[config.mk]
export PLATFORM = sky130hd
export DESIGN_NAME = mem_arbiter
export DESIGN_NICKNAME = d
export VERILOG_FILES = /design/src/rtl/mem_arbiter_pkg.sv /design/src/rtl/mem_owner_table.sv /design/src/rtl/mem_arbiter.sv
export SDC_FILE = /design/constraint.sdc
export NUM_CORES = 1
export LEC_CHECK = 0
export ABC_CLOCK_PERIOD_IN_PS = 3900
export CORE_AREA = 2 2 176 178
export CTS_BUF_LIST = sky130_fd_sc_hd__clkbuf_4 sky130_fd_sc_hd__clkbuf_8
export CTS_CLUSTER_SIZE = 16
export DETAILED_ROUTE_END_ITERATION = 12
export DIE_AREA = 0 0 178 180
export PLACE_DENSITY = 0.44
export SLEW_MARGIN = 10
export SYNTH_ARGS = -nofsm -noshare
export SYNTH_HDL_FRONTEND = slang
export SYNTH_HIERARCHICAL = 1
export SYNTH_SLANG_ARGS = --single-unit
[constraint.sdc]
create_clock -name clock -period 3.9 [get_ports clock]
set_input_delay 0.78 -clock clock [delete_from_list [all_inputs] [get_ports clock]]
set_output_delay 0.78 -clock clock [all_outputs]
set_load 0.05 [all_outputs]
[src/rtl/mem_arbiter_pkg.sv]
// rtl/mem_arbiter_pkg.sv - shared memory-interface types for the icache/dcache arbiter
package mem_arbiter_pkg;

  localparam int NUM_MEM_TAGS = 15;

  typedef logic [31:0] ADDR;
  typedef logic [63:0] MEM_BLOCK;
  typedef logic [3:0]  MEM_TAG;

  typedef enum logic [1:0] {
    MEM_NONE  = 2'h0,
    MEM_LOAD  = 2'h1,
    MEM_STORE = 2'h2
  } MEM_COMMAND;

  typedef enum logic {
    OWNER_IC = 1'b0,
    OWNER_DC = 1'b1
  } MEM_OWNER;

  typedef struct packed {
    logic     valid;
    MEM_OWNER owner;
    logic     squashed;
  } MEM_OWNER_ENTRY;

endpackage

[src/rtl/mem_owner_table.sv]
// rtl/mem_owner_table.sv - per-tag owner tracking for outstanding memory loads
module mem_owner_table
  import mem_arbiter_pkg::*;
#(
  parameter int NUM_TAGS = NUM_MEM_TAGS
) (
  input  logic           clock,
  input  logic           reset,
  input  logic           alloc_en_i,
  input  MEM_TAG         alloc_tag_i,
  input  MEM_OWNER       alloc_owner_i,
  input  MEM_TAG         lookup_tag_i,
  output MEM_OWNER_ENTRY lookup_entry_o,
  input  logic           clear_en_i,
  input  logic           squash_ic_i
);

  MEM_OWNER_ENTRY entries_q [NUM_TAGS+1];
  MEM_OWNER_ENTRY entries_d [NUM_TAGS+1];

  always_comb begin
    lookup_entry_o = '0;
    if (lookup_tag_i != '0 && int'(lookup_tag_i) <= NUM_TAGS)
      lookup_entry_o = entries_q[lookup_tag_i];
  end

  // Squash, then clear, then allocate: a same-tag allocation overrides the response clear.
  always_comb begin
    for (int i = 0; i <= NUM_TAGS; i++) begin
      entries_d[i] = entries_q[i];
      if (squash_ic_i && entries_q[i].valid && entries_q[i].owner == OWNER_IC)
        entries_d[i].squashed = 1'b1;
      if (clear_en_i && int'(lookup_tag_i) == i)
        entries_d[i] = '0;
      if (alloc_en_i && int'(alloc_tag_i) == i)
        entries_d[i] = '{valid: 1'b1, owner: alloc_owner_i, squashed: 1'b0};
    end
    entries_d[0] = '0;
  end

  always_ff @(posedge clock) begin
    if (reset) begin
      for (int i = 0; i <= NUM_TAGS; i++) entries_q[i] <= '0;
    end else begin
      for (int i = 0; i <= NUM_TAGS; i++) entries_q[i] <= entries_d[i];
    end
  end

endmodule

[src/rtl/mem_arbiter.sv]
// rtl/mem_arbiter.sv - icache/dcache arbitration onto one memory port with tagged response routing
module mem_arbiter
  import mem_arbiter_pkg::*;
#(
  parameter int NUM_TAGS     = NUM_MEM_TAGS,
  parameter int STARVE_LIMIT = 4
) (
  input  logic       clock,
  input  logic       reset,
  input  logic       ic_req_valid_i,
  input  ADDR        ic_req_addr_i,
  output logic       ic_req_gnt_o,
  output MEM_TAG     ic_req_tag_o,
  input  logic       dc_req_valid_i,
  input  MEM_COMMAND dc_req_cmd_i,
  input  ADDR        dc_req_addr_i,
  input  MEM_BLOCK   dc_req_data_i,
  output logic       dc_req_gnt_o,
  output MEM_TAG     dc_req_tag_o,
  output MEM_COMMAND mem_command_o,
  output ADDR        mem_addr_o,
  output MEM_BLOCK   mem_data_o,
  input  MEM_TAG     mem_tag_i,
  input  MEM_TAG     mem_data_tag_i,
  input  MEM_BLOCK   mem_data_i,
  output logic       ic_resp_valid_o,
  output MEM_TAG     ic_resp_tag_o,
  output MEM_BLOCK   ic_resp_data_o,
  output logic       dc_resp_valid_o,
  output MEM_TAG     dc_resp_tag_o,
  output MEM_BLOCK   dc_resp_data_o,
  input  logic       flush_ic_i
);

  localparam int            CW    = $clog2(STARVE_LIMIT + 1);
  localparam logic [CW-1:0] LIMIT = CW'(STARVE_LIMIT);

  logic [CW-1:0]  starve_q, starve_d;
  logic           ic_wins, dc_wins, lookup_hit, alloc_en;
  MEM_OWNER       alloc_owner;
  MEM_OWNER_ENTRY lookup_entry;

  always_comb begin
    ic_wins       = ic_req_valid_i && !flush_ic_i && (!dc_req_valid_i || starve_q == LIMIT);
    dc_wins       = dc_req_valid_i && !ic_wins;
    mem_command_o = MEM_NONE;
    mem_addr_o    = '0;
    mem_data_o    = '0;
    if (ic_wins) begin
      mem_command_o = MEM_LOAD;
      mem_addr_o    = ic_req_addr_i;
    end else if (dc_wins) begin
      mem_command_o = dc_req_cmd_i;
      mem_addr_o    = dc_req_addr_i;
      mem_data_o    = dc_req_data_i;
    end
    ic_req_gnt_o = ic_wins && mem_tag_i != '0;
    dc_req_gnt_o = dc_wins && mem_tag_i != '0 && dc_req_cmd_i != MEM_NONE;
    ic_req_tag_o = mem_tag_i;
    dc_req_tag_o = mem_tag_i;
    alloc_en     = ic_req_gnt_o || (dc_req_gnt_o && dc_req_cmd_i == MEM_LOAD);
    alloc_owner  = ic_req_gnt_o ? OWNER_IC : OWNER_DC;
  end

  // Responses are suppressed while reset is held so outputs look like an empty table.
  always_comb begin
    lookup_hit      = !reset && mem_data_tag_i != '0 && lookup_entry.valid;
    ic_resp_valid_o = lookup_hit && lookup_entry.owner == OWNER_IC
                      && !lookup_entry.squashed && !flush_ic_i;
    dc_resp_valid_o = lookup_hit && lookup_entry.owner == OWNER_DC;
    ic_resp_tag_o   = ic_resp_valid_o ? mem_data_tag_i : '0;
    ic_resp_data_o  = ic_resp_valid_o ? mem_data_i : '0;
    dc_resp_tag_o   = dc_resp_valid_o ? mem_data_tag_i : '0;
    dc_resp_data_o  = dc_resp_valid_o ? mem_data_i : '0;
  end

  always_comb begin
    starve_d = starve_q;
    if (!ic_req_valid_i || ic_req_gnt_o)
      starve_d = '0;
    else if (dc_req_gnt_o && starve_q != LIMIT)
      starve_d = starve_q + 1'b1;
  end

  always_ff @(posedge clock) begin
    if (reset) starve_q <= '0;
    else       starve_q <= starve_d;
  end

  mem_owner_table #(.NUM_TAGS(NUM_TAGS)) u_owner_table (
    .clock          (clock),
    .reset          (reset),
    .alloc_en_i     (alloc_en),
    .alloc_tag_i    (mem_tag_i),
    .alloc_owner_i  (alloc_owner),
    .lookup_tag_i   (mem_data_tag_i),
    .lookup_entry_o (lookup_entry),
    .clear_en_i     (lookup_hit),
    .squash_ic_i    (flush_ic_i)
  );

endmodule

==> qor.txt, run 1 <==
Slew Limit Fails = 0
Post-synth EDFFs = 0
Switching share of power = 0.395
Die H = 180 um
Worst-path cell chain = dlygate4sd2_1 -> buf_12 -> buf_6 -> buf_4 -> or4_4 -> and3_4 -> nor4b_4 -> buf_6 -> bufbuf_16 -> and2_4 -> buf_12
Vias in the first global route = 6457
Psw = 0.000819 W
Critical path endpoint category = output pin
Initial Utilization = 0.154
Hold Path Class = reg -> reg
Synth Warn # = 6
Number of remaining DRC errors = 0
CTS tree = done
Placer congestion estimate = 0.819
Layout Area Growth over Synthesis = 165%
DP Area = 12000 sq um
PwrDens = 168 nW/um^2
Post-synth ARST share = 0
Cell depth of the worst setup path = 11
Internal Power = 0.00125 W
Layout cells sized above 1 = 0.336
Storage cell area = 961 sq um
# placed instances = 1471
Filler cell count = 2928
Post-Syn Nets = 863
Peak supply drop = 0.000122 V
Max incr delay on CP = 0.52 ns
Final hold violation count = 0
Post-route insts no fill = 1494
CP Data Arrival Time = 3.06 ns
Most used flip-flop cell after synthesis = dfxtp_1
Max_slew headroom = 0.402
TritonCTS buffer count = 5
Most frequent cells in the layout = buf_12, clkdlybuf4s50_1, and2_1
Die area = 32000 sq um
Global route total overflow = 0
Clock Sinks = 48
Hold path startpoint = u_owner_table/entries_q[10][2]
Largest net degree at the start of global routing = 70
Reg2reg setup slack = 1.32 ns
Core Area = 30200 sq um
Synthesized area per cell = 7.11 sq um
Highest Clock Rate = 260 MHz
Skew-Pair Late Insertion Delay = 0.30 ns
TritonRoute pass-1 iters = 5
Pwr Total = 0.00207 W
Beginning of the worst register-to-register path = starve_q[0]
Mapped Area = 4650 sq um
Outcome = finished clean
Hold EP = u_owner_table/entries_q[10][2]
Final worst-path cycle share = 0.985
Worst setup path category = in -> out
Clock Skew = 0.00777 ns
Post-DR wirelength/cell = 21.8 um
Most common cell after layout, fill and taps aside = buf_12
FP Rows = 64
H-tree depth = 2
Routed WL = 32600 um
Sequential cell area fraction in the yosys report = 0.207
Top Family by Delay on Critical Path = buffers and inverters
Global-route wire length before repair = 45700 um
Hold_buf cts = 0
CP max-delay cell = or4_4
Worst-path maximum fanout = 10
I/O pin total = 453
Fin crit period = 3.84 ns
Synth Instances = 654
CTS root buf = clkbuf_8
Routed vias/inst = 4.42
Tot GR Track Use = 0.195
Nets@finish = 1301
Number of buffers and inverters on the critical path = 7
Multi-input logic area = 3330 sq um
Unique masters post-synth = 46
Seq pwr share = 0.242
Worst setup SP type = input port
Die X = 178 um
Final setup TNS = 0 ns
Initial drt markers = 322
PortBufs = 452
Power share of the clock group = 0.151
P_leak = 4.97 nW
Number of routed nets with antenna violations = 0
Reg2Reg Depth = 10
Cell area after layout = 12300 sq um
# setup viols final = 0
Flops & latches, synth = 48
Required time of the critical path = 3.12 ns
RR Endpoint = u_owner_table/entries_q[4][0]
Maxcap violations = 0
Initial antenna violation count = 10
Deepest clock path buffer count = 2
Via count = 6597
RSZ-0062 raised after global routing = false
Dpl hpwl = 27700 um
Combinational group share of total power = 0.608
Slew @ Worst Pin = 0.894 ns
Reg clk slew, reported paths = 0.09 ns
Hold depth = 2
==> through the flow <==
stage	hold WS [ns]	util	worst slack, ns
floorplan	0.464	-	0.109
global placement	0.487	0.397	-0.188
detailed placement	0.485	0.397	-0.196
CTS	0.498	0.406	0.00718
global route	0.533	0.409	0.00406
finish	0.500	0.409	0.0596
==> worst max path at each step <==
stage                            startpoint            endpoint
after detailed placement  mem_data_tag_i[1]  ic_resp_data_o[31]
after floorplan           mem_data_tag_i[3]  ic_resp_data_o[54]
final                     mem_data_tag_i[0]   ic_resp_data_o[8]
after global routing      mem_data_tag_i[0]  ic_resp_data_o[16]
after global placement    mem_data_tag_i[1]    ic_resp_tag_o[3]
after CTS                 mem_data_tag_i[0]    ic_resp_tag_o[2]
==> state kept, by name, summed over array words and instances, names as in the netlist <==
signal                   count
starve_q                     3
u_owner_table/entries_q     45
==> layer usage <==
metal  wire length, um  vias up  global-route usage
met2             19000      378               0.405
met5                 0        -                   0
met4               571        0              0.0459
met1             10200     3058               0.185
li1                  -     3133                   -
met3              2840       28              0.0478
==> worst reg2reg max path: stages, from the launching register on <==
cell and delay (ns):
dfxtp_1 0.37, inv_1 0.06, ha_1 0.22, a21boi_1 0.29, nor3b_4 0.10, buf_12 0.21, a31oi_1 0.19, nor2_1 0.06
buf_4 0.15, and3b_1 0.37, a2111oi_0 0.45
==> layout make-up <==
class                   instances  share of cell area
flip-flops and latches         48              0.0778
inverters                      21             0.00638
well taps                     396              0.0401
multi-input cells             510               0.270
clock inverters                 2            0.000811
clock buffers                   6             0.00669
diodes                          5             0.00101
repair buffers                506               0.597
==> cell usage after synthesis (15+ instances only) <==
master    instances  share of area
and2_1          124           0.17
nand2_1          78          0.063
and3_1           70          0.094
dfxtp_1          48           0.21
o21ai_0          47          0.051
clkbuf_1         38          0.031
a21oi_1          30          0.032
nor2_1           25          0.020
inv_1            21          0.017
buf_2            19          0.020
nand3_1          17          0.018
a31oi_1          16          0.022
o221ai_1         15          0.028
==> repair_timing <==
item	CTS	global route
pin swaps	2	2
buffers inserted	6	1
endpoints found under the hold margin	0	0
gates cloned	2	1
resized for setup	37	10
setup endpoints to repair	138	107
==> logic make-up after synthesis <==
logic type / synth area share
AO/OA/AOI/OAI: 0.180
XOR/XNOR: 0.00377
adder cells (fa/ha/maj): 0.00538
buffers and inverters: 0.104
flip-flops: 0.207
multiplexers: 0.0589
AND/OR/NAND/NOR: 0.441
==> power by group through the flow <==
stage	Sequential [W]	Combinational, W	Clock [W]
finish	0.000500	0.00126	0.000312
global route	0.000501	0.00131	0.000337
CTS	0.000500	0.00127	0.000318
detailed placement	0.000511	0.00125	0
global placement	0.000512	0.00125	0
floorplan	0.000509	0.000510	0
No activity file was read; power rests on OpenSTA's default activity.
==> inputs of run 2 (changes only) <==
--- a/config.mk
+++ b/config.mk
@@ -12,6 +12,7 @@
 export DETAILED_ROUTE_END_ITERATION = 12
 export DIE_AREA = 0 0 178 180
 export PLACE_DENSITY = 0.44
+export SKIP_LAST_GASP = 1
 export SLEW_MARGIN = 10
 export SYNTH_ARGS = -nofsm -noshare
 export SYNTH_HDL_FRONTEND = slang
==> run 2 against run 1 <==
  * Total power barely moved
  * Via count decreased by 0.24%
  * Sequential cell count is the same
  * Register-to-register slack about the same
  * Core utilization hardly changed
  * Clock skew rose by 0.00072 ns
  * Hold slack improved by 0.0016 ns
  * Maximum frequency is essentially flat
  * Sequential share of layout area is essentially flat
  * Design area is essentially flat
==> qor.txt, run 2 (synthesized netlist as in run 1, its figures left out) <==
P_leak = 4.97 nW (about the same)
# setup viols final = 0 (unchanged)
PortBufs = 452 (unchanged)
Initial drt markers = 322 (unchanged)
Final worst-path cycle share = 0.985 (about the same)
Dpl hpwl = 27700 um (unchanged)
Most common cell after layout, fill and taps aside = buf_12 (unchanged)
Via count = 6581 (was 6597)
FP Rows = 64 (unchanged)
Die H = 180 um (unchanged)
Die area = 32000 sq um (unchanged)
Fin crit period = 3.84 ns (about the same)
TritonRoute pass-1 iters = 5 (unchanged)
Top Registers = u_owner_table/entries_q: 45 flops, starve_q: 3 flops (unchanged)
Slew @ Worst Pin = 0.897 ns (was 0.894 ns)
Outcome = finished clean (unchanged)
Core Area = 30200 sq um (unchanged)
Skew-Pair Late Insertion Delay = 0.30 ns (about the same)
Largest net degree at the start of global routing = 70 (unchanged)
Final hold violation count = 0 (unchanged)
Peak supply drop = 0.000122 V (about the same)
Layout cells sized above 1 = 0.336 (unchanged)
Pre-CTS setup slack = -0.196 ns (unchanged)
H-tree depth = 2 (unchanged)
Highest Clock Rate = 260 MHz (about the same)
PwrDens = 168 nW/um^2 (about the same)
Slew Limit Fails = 0 (unchanged)
Nets@finish = 1301 (unchanged)
Max_slew headroom = 0.400 (was 0.402)
Max reg flops = 45 (unchanged)
Global route total overflow = 0 (unchanged)
Number of routed nets with antenna violations = 0 (unchanged)
Critical path endpoint category = output pin (unchanged)
Initial antenna violation count = 10 (unchanged)
Worst setup path category = in -> out (unchanged)
Pwr Total = 0.00207 W (about the same)
Final WS setup = 0.0590 ns (was 0.0596 ns)
Clock Sinks = 48 (unchanged)
Reg clk slew, reported paths = 0.09 ns (about the same)
CTS root buf = clkbuf_8 (unchanged)
Required time of the critical path = 3.12 ns (about the same)
Layout Area Growth over Synthesis = 165% (about the same)
Number of remaining DRC errors = 0 (unchanged)
Hold Path Class = reg -> reg (unchanged)
Largest reg by FF count = u_owner_table/entries_q (unchanged)
Post-DR wirelength/cell = 21.8 um (about the same)
Deepest clock path buffer count = 2 (unchanged)
CP Data Arrival Time = 3.06 ns (about the same)
Die X = 178 um (unchanged)
Global-route wire length before repair = 45700 um (unchanged)
Worst setup SP type = input port (unchanged)
I/O pin total = 453 (unchanged)
Placer congestion estimate = 0.819 (unchanged)
Routed vias/inst = 4.40 (was 4.42)
Worst-path maximum fanout = 10 (unchanged)
Most frequent cells in the layout = buf_12, clkdlybuf4s50_1, and2_1 (unchanged)
TritonCTS buffer count = 5 (unchanged)
Vias in the first global route = 6457 (unchanged)
Initial Utilization = 0.154 (unchanged)
Clock Skew = 0.00849 ns (was 0.00777 ns)
CTS tree = done (unchanged)
Routed WL = 32600 um (about the same)
Tot GR Track Use = 0.195 (unchanged)
RSZ-0062 raised after global routing = true (was false)
Maxcap violations = 0 (unchanged)
-- run 2: changes by cell type in the layout (fill, tap and decap cells not counted) --
cell,delta
clkdlybuf4s15_1,-1
dlygate4sd2_1,+1
-- run 2: worst max-delay path, stage by stage --
cell and delay (ns):
dlygate4sd2_1 0.26, buf_12 0.15, buf_6 0.14, buf_4 0.15, or4_4 0.52, and3_4 0.20
nor4b_4 0.13, buf_6 0.15, bufbuf_16 0.27, and2_4 0.16, buf_12 0.14
-- run 2: repair_timing --
action,CTS,global route
buffers inserted,6,1
hold buffers,0,0
endpoints found under the setup margin,138,107
resized for setup,37,9
pin swaps,2,2
gates cloned,2,1
-- run 2: routing by layer --
metal / part of all wire / global-route usage / wire [um] / vias up
met3: 0.087 / 0.0478 / 2830 / 28
li1: - / - / - / 3133
met1: 0.31 / 0.185 / 10200 / 3047
met4: 0.018 / 0.0459 / 580 / 0
met2: 0.58 / 0.405 / 18900 / 373
met5: 0 / 0 / 0 / -
-- run 2: area by class of cell --
type / count / area, sq um
fill: 2929 / 17800
timing repair buffer: 506 / 7370
multi-input combinational: 510 / 3330
sequential: 48 / 961
tap: 396 / 495
clock buffer: 6 / 82.6
inverter: 21 / 78.8
antenna: 5 / 12.5
clock inverter: 2 / 10.0
-- run 2: report_power, final --
part	internal, W	total, W	switching (W)	leakage [nW]
Clock	0.000142	0.000312	0.000170	0.0510
Sequential	0.000495	0.000500	0.00000480	0.387
Combinational	0.000615	0.00126	0.000644	4.53
Total	0.00125	0.00207	0.000818	4.97
-- run 2: final timing paths --
path / end / cells after the start / slack (ns) / from
worst min register to register: u_owner_table/entries_q[10][2] / 2 / 0.50 / u_owner_table/entries_q[10][2]
worst min-delay path: u_owner_table/entries_q[10][2] / 2 / 0.50 / u_owner_table/entries_q[10][2]
worst max register to register: u_owner_table/entries_q[4][0] / 10 / 1.32 / starve_q[0]
worst max-delay path: ic_resp_data_o[8] / 11 / 0.06 / mem_data_tag_i[0]
-- run 2: metrics by stage --
step	hold slack (ns)	instance area, sq um	instances	setup TNS, ns	utilization
after floorplan	0.464	4650	654	0	-
after detailed placement	0.485	12000	1471	-19.60	0.397
after CTS	0.498	12300	1487	0	0.406
final	0.502	12300	1494	0	0.409
after global routing	0.533	12300	1494	-0.00716	0.409
after global placement	0.487	12000	1471	-17.78	0.397
==> inputs of run 3 (changes only) <==
--- a/config.mk
+++ b/config.mk
@@ -5,13 +5,14 @@
 export SDC_FILE = /design/constraint.sdc
 export NUM_CORES = 1
 export LEC_CHECK = 0
+export ABC_AREA = 1
 export ABC_CLOCK_PERIOD_IN_PS = 3900
-export CORE_AREA = 2 2 176 178
+export CORE_AREA = 2 2 175 177
 export CTS_BUF_LIST = sky130_fd_sc_hd__clkbuf_4 sky130_fd_sc_hd__clkbuf_8
 export CTS_CLUSTER_SIZE = 16
 export DETAILED_ROUTE_END_ITERATION = 12
-export DIE_AREA = 0 0 178 180
-export PLACE_DENSITY = 0.44
+export DIE_AREA = 0 0 177 179
+export PLACE_DENSITY = 0.45
 export SKIP_LAST_GASP = 1
 export SLEW_MARGIN = 10
 export SYNTH_ARGS = -nofsm -noshare
==> run 3 against run 2 <==
  * Routed wire length fell by 0.48%
  * Final cell count rose by 16%
  * Critical endpoint is now ic_resp_data_o[61]
  * Die area fell by 1.1%
  * Combinational power fell by 32%
==> qor.txt, run 3 <==
Outcome = finished clean (unchanged)
Peak supply drop = 0.000130 V (was 0.000122 V)
Post-Syn Nets = 1102 (was 863)
Top Registers = u_owner_table/entries_q: 45 flops, starve_q: 3 flops (unchanged)
Cell with the most instances on the worst path = nor2_1
Clock Skew = 0.00569 ns (was 0.00849 ns)
Initial drt markers = 385 (was 322)
Final hold violation count = 0 (unchanged)
Synth Instances = 893 (was 654)
Fin crit period = 3.76 ns (was 3.84 ns)
Number of routed nets with antenna violations = 0 (unchanged)
Hold EP = u_owner_table/entries_q[6][2] (was u_owner_table/entries_q[10][2])
CP Data Arrival Time = 2.98 ns (was 3.06 ns)
Reg clk slew, reported paths = 0.09 ns (about the same)
Top post-synthesis cells by area = dfxtp_1, nor2_1, nand2_1 (was dfxtp_1, and2_1, and3_1)
PortBufs = 452 (unchanged)
Initial antenna violation count = 6 (was 10)
Global-route wire length before repair = 42800 um (was 45700 um)
Diodes inserted = 0 (was 5)
Initial Utilization = 0.153 (was 0.154)
Deepest clock path buffer count = 2 (unchanged)
Filler cell count = 3205 (was 2929)
Worst setup path category = in -> out (unchanged)
Sequential cell area fraction in the yosys report = 0.210 (was 0.207)
Most common cell after layout, fill and taps aside = clkdlybuf4s50_1 (was buf_12)
Post-DR wirelength/cell = 18.8 um (was 21.8 um)
Fin util = 0.376 (was 0.409)
GR Util met3 = 0.0488 (was 0.0478)
GR Util met1 = 0.231 (was 0.185)
Post-synth EDFFs = 0 (unchanged)
Hold depth = 2 (unchanged)
Slew Limit Fails = 0 (unchanged)
Routed vias/inst = 4.03 (was 4.40)
GR Util met2 = 0.320 (was 0.405)
Critical path endpoint category = output pin (unchanged)
Placer congestion estimate = 0.881 (was 0.819)
Storage cell area = 961 sq um (unchanged)
Slew @ Worst Pin = 0.590 ns (was 0.897 ns)
I/O pin total = 453 (unchanged)
Number of buffers and inverters on the critical path = 6 (was 7)
Reg2reg setup slack = 1.48 ns (was 1.32 ns)
H-tree depth = 2 (unchanged)
Most frequent cells in the layout = clkdlybuf4s50_1, nand2_1, inv_1 (was buf_12, clkdlybuf4s50_1, and2_1)
Worst-path cell chain = clkdlybuf4s50_1 -> inv_1 -> buf_12 -> nand3_1 -> nand2_1 -> nor2_1 -> nor2_1 -> nor2_1 -> nand2_1 -> nor3_1 -> nand4_1 -> buf_4 -> clkbuf_16 -> nor2_4 -> buf_12 (was dlygate4sd2_1 -> buf_12 -> buf_6 -> buf_4 -> or4_4 -> and3_4 -> nor4b_4 -> buf_6 -> bufbuf_16 -> and2_4 -> buf_12)
Core Area = 30000 sq um (was 30200 sq um)
Beginning of the worst register-to-register path = starve_q[0] (unchanged)
Post-synth top area share = 0.210 (was 0.207)
Die area = 31700 sq um (was 32000 sq um)
Layout cells sized above 1 = 0.274 (was 0.336)
Post-synth top cells = nor2_1, nand2_1, inv_1 (was and2_1, nand2_1, and3_1)
Vias in the first global route = 6397 (was 6457)
Multi-input logic area = 3000 sq um (was 3330 sq um)
Unique masters post-synth = 23 (was 46)
Global route total overflow = 0 (unchanged)
RSZ-0062 raised after global routing = true (unchanged)
Post-route insts no fill = 1728 (was 1494)
Post-synth ARST share = 0 (unchanged)
Largest net degree at the start of global routing = 70 (unchanged)
Hold path startpoint = u_owner_table/entries_q[6][2] (was u_owner_table/entries_q[10][2])
Max_slew headroom = 0.606 (was 0.400)
Via count = 6964 (was 6581)
CTS tree = done (unchanged)
Top Family by Delay on Critical Path = buffers and inverters (unchanged)
Nets@finish = 1540 (was 1301)
# setup viols final = 0 (unchanged)
Most used flip-flop cell after synthesis = dfxtp_1 (unchanged)
Dpl hpwl = 27000 um (was 27700 um)
Max reg flops = 45 (unchanged)
Worst setup SP type = input port (unchanged)
P_leak = 5.28 nW (was 4.97 nW)
Cell depth of the worst setup path = 15 (was 11)
Top-count cell post-synth = nor2_1 (was and2_1)
Largest reg by FF count = u_owner_table/entries_q (unchanged)
CTS root buf = clkbuf_8 (unchanged)
Number of remaining DRC errors = 0 (unchanged)
Layout Area Growth over Synthesis = 146% (was 165%)
FP Rows = 64 (unchanged)
Die X = 177 um (was 178 um)
Max incr delay on CP = 0.53 ns (was 0.52 ns)
Clock Sinks = 48 (unchanged)
Reg2Reg Depth = 13 (was 10)
TritonRoute pass-1 iters = 5 (unchanged)
Flops & latches, synth = 48 (unchanged)
Skew-Pair Late Insertion Delay = 0.31 ns (was 0.30 ns)
Maxcap violations = 0 (unchanged)
DP Area = 10700 sq um (was 12000 sq um)
Final worst-path cycle share = 0.963 (was 0.985)
Tot GR Track Use = 0.183 (was 0.195)
TritonCTS buffer count = 5 (unchanged)
CP max-delay cell = clkdlybuf4s50_1 (was or4_4)
Final setup TNS = 0 ns (unchanged)
Routed WL = 32400 um (was 32600 um)
Synthesized area per cell = 5.13 sq um (was 7.11 sq um)
Worst-path maximum fanout = 17 (was 10)
Cell area after layout = 11300 sq um (was 12300 sq um)
Highest Clock Rate = 266 MHz (was 260 MHz)
# placed instances = 1715 (was 1471)
Required time of the critical path = 3.12 ns (about the same)
Hold Path Class = reg -> reg (unchanged)
PwrDens = 153 nW/um^2 (was 168 nW/um^2)
Synth Warn # = 6 (unchanged)
RR Endpoint = u_owner_table/entries_q[12][1] (was u_owner_table/entries_q[4][0])
Die H = 179 um (was 180 um)
GRT busiest layer = met2 (unchanged)
Mapped Area = 4580 sq um (was 4650 sq um)
Cell taking the most area after synthesis = dfxtp_1 (unchanged)
Hold_buf cts = 0 (unchanged)
## run 3: worst max-delay path by stage
stage                               endpoint               from  slack, ns
after detailed placement  ic_resp_data_o[41]  mem_data_tag_i[0]       0.04
after CTS                 ic_resp_data_o[39]  mem_data_tag_i[0]       0.04
after floorplan           ic_resp_data_o[10]  mem_data_tag_i[0]       0.47
after global routing      ic_resp_data_o[61]  mem_data_tag_i[1]      -0.06
final                     ic_resp_data_o[61]  mem_data_tag_i[1]       0.14
after global placement    ic_resp_data_o[50]  mem_data_tag_i[0]       0.09
## run 3: power by group
part           switching [W]  leakage, nW  total (W)  internal (W)
sequential        0.00000404        0.387   0.000499      0.000495
clock               0.000175       0.0586   0.000372      0.000198
combinational       0.000518         4.84   0.000858      0.000340
## run 3: layout make-up
class / count / share of cell area
Tap cell: 396 / 0.0439
Timing Repair Buffer: 482 / 0.535
Sequential cell: 48 / 0.0852
Inverter: 181 / 0.0605
Clock buffer: 6 / 0.00677
Multi-Input combinational cell: 613 / 0.266
Clock inverter: 2 / 0.00311
## run 3: metrics by stage
step	total power, W	hold slack [ns]	setup WS (ns)
finish	0.00173	0.490	0.143
global route	0.00180	0.507	-0.0609
CTS	0.00172	0.488	0.0391
detailed placement	0.00135	0.471	0.0438
global placement	0.00135	0.466	0.0895
floorplan	0.000931	0.452	0.473
## run 3: logic make-up after synthesis
| logic type | share of synthesized area |
|---|---|
| compound gates | 0.0565 |
| fa+ha+maj | 0.00546 |
| buf+inv | 0.214 |
| flops | 0.210 |
| simple gates | 0.515 |
## run 3: layer usage
| metal | vias to the layer above | routed length [um] |
|---|---|---|
| met4 | 12 | 225 |
| met1 | 3160 | 13500 |
| met2 | 246 | 16100 |
| met5 | - | 72 |
| met3 | 24 | 2570 |
| li1 | 3522 | - |
## run 3: worst register-to-register path: cells and delay by family (launching register included)
| family | cells | cell delay (ns) |
|---|---|---|
| AOI/OAI and AO/OA | 1 | 0.06 |
| adders and majority gates | 1 | 0.15 |
| buffers and inverters | 3 | 0.66 |
| DFF | 1 | 0.34 |
| and+or+nand+nor | 8 | 1.10 |
## run 3: repair_timing
item	4_1_cts	5_1_grt
buffers inserted	0	1
resized for setup	0	111
setup endpoints to repair	0	137
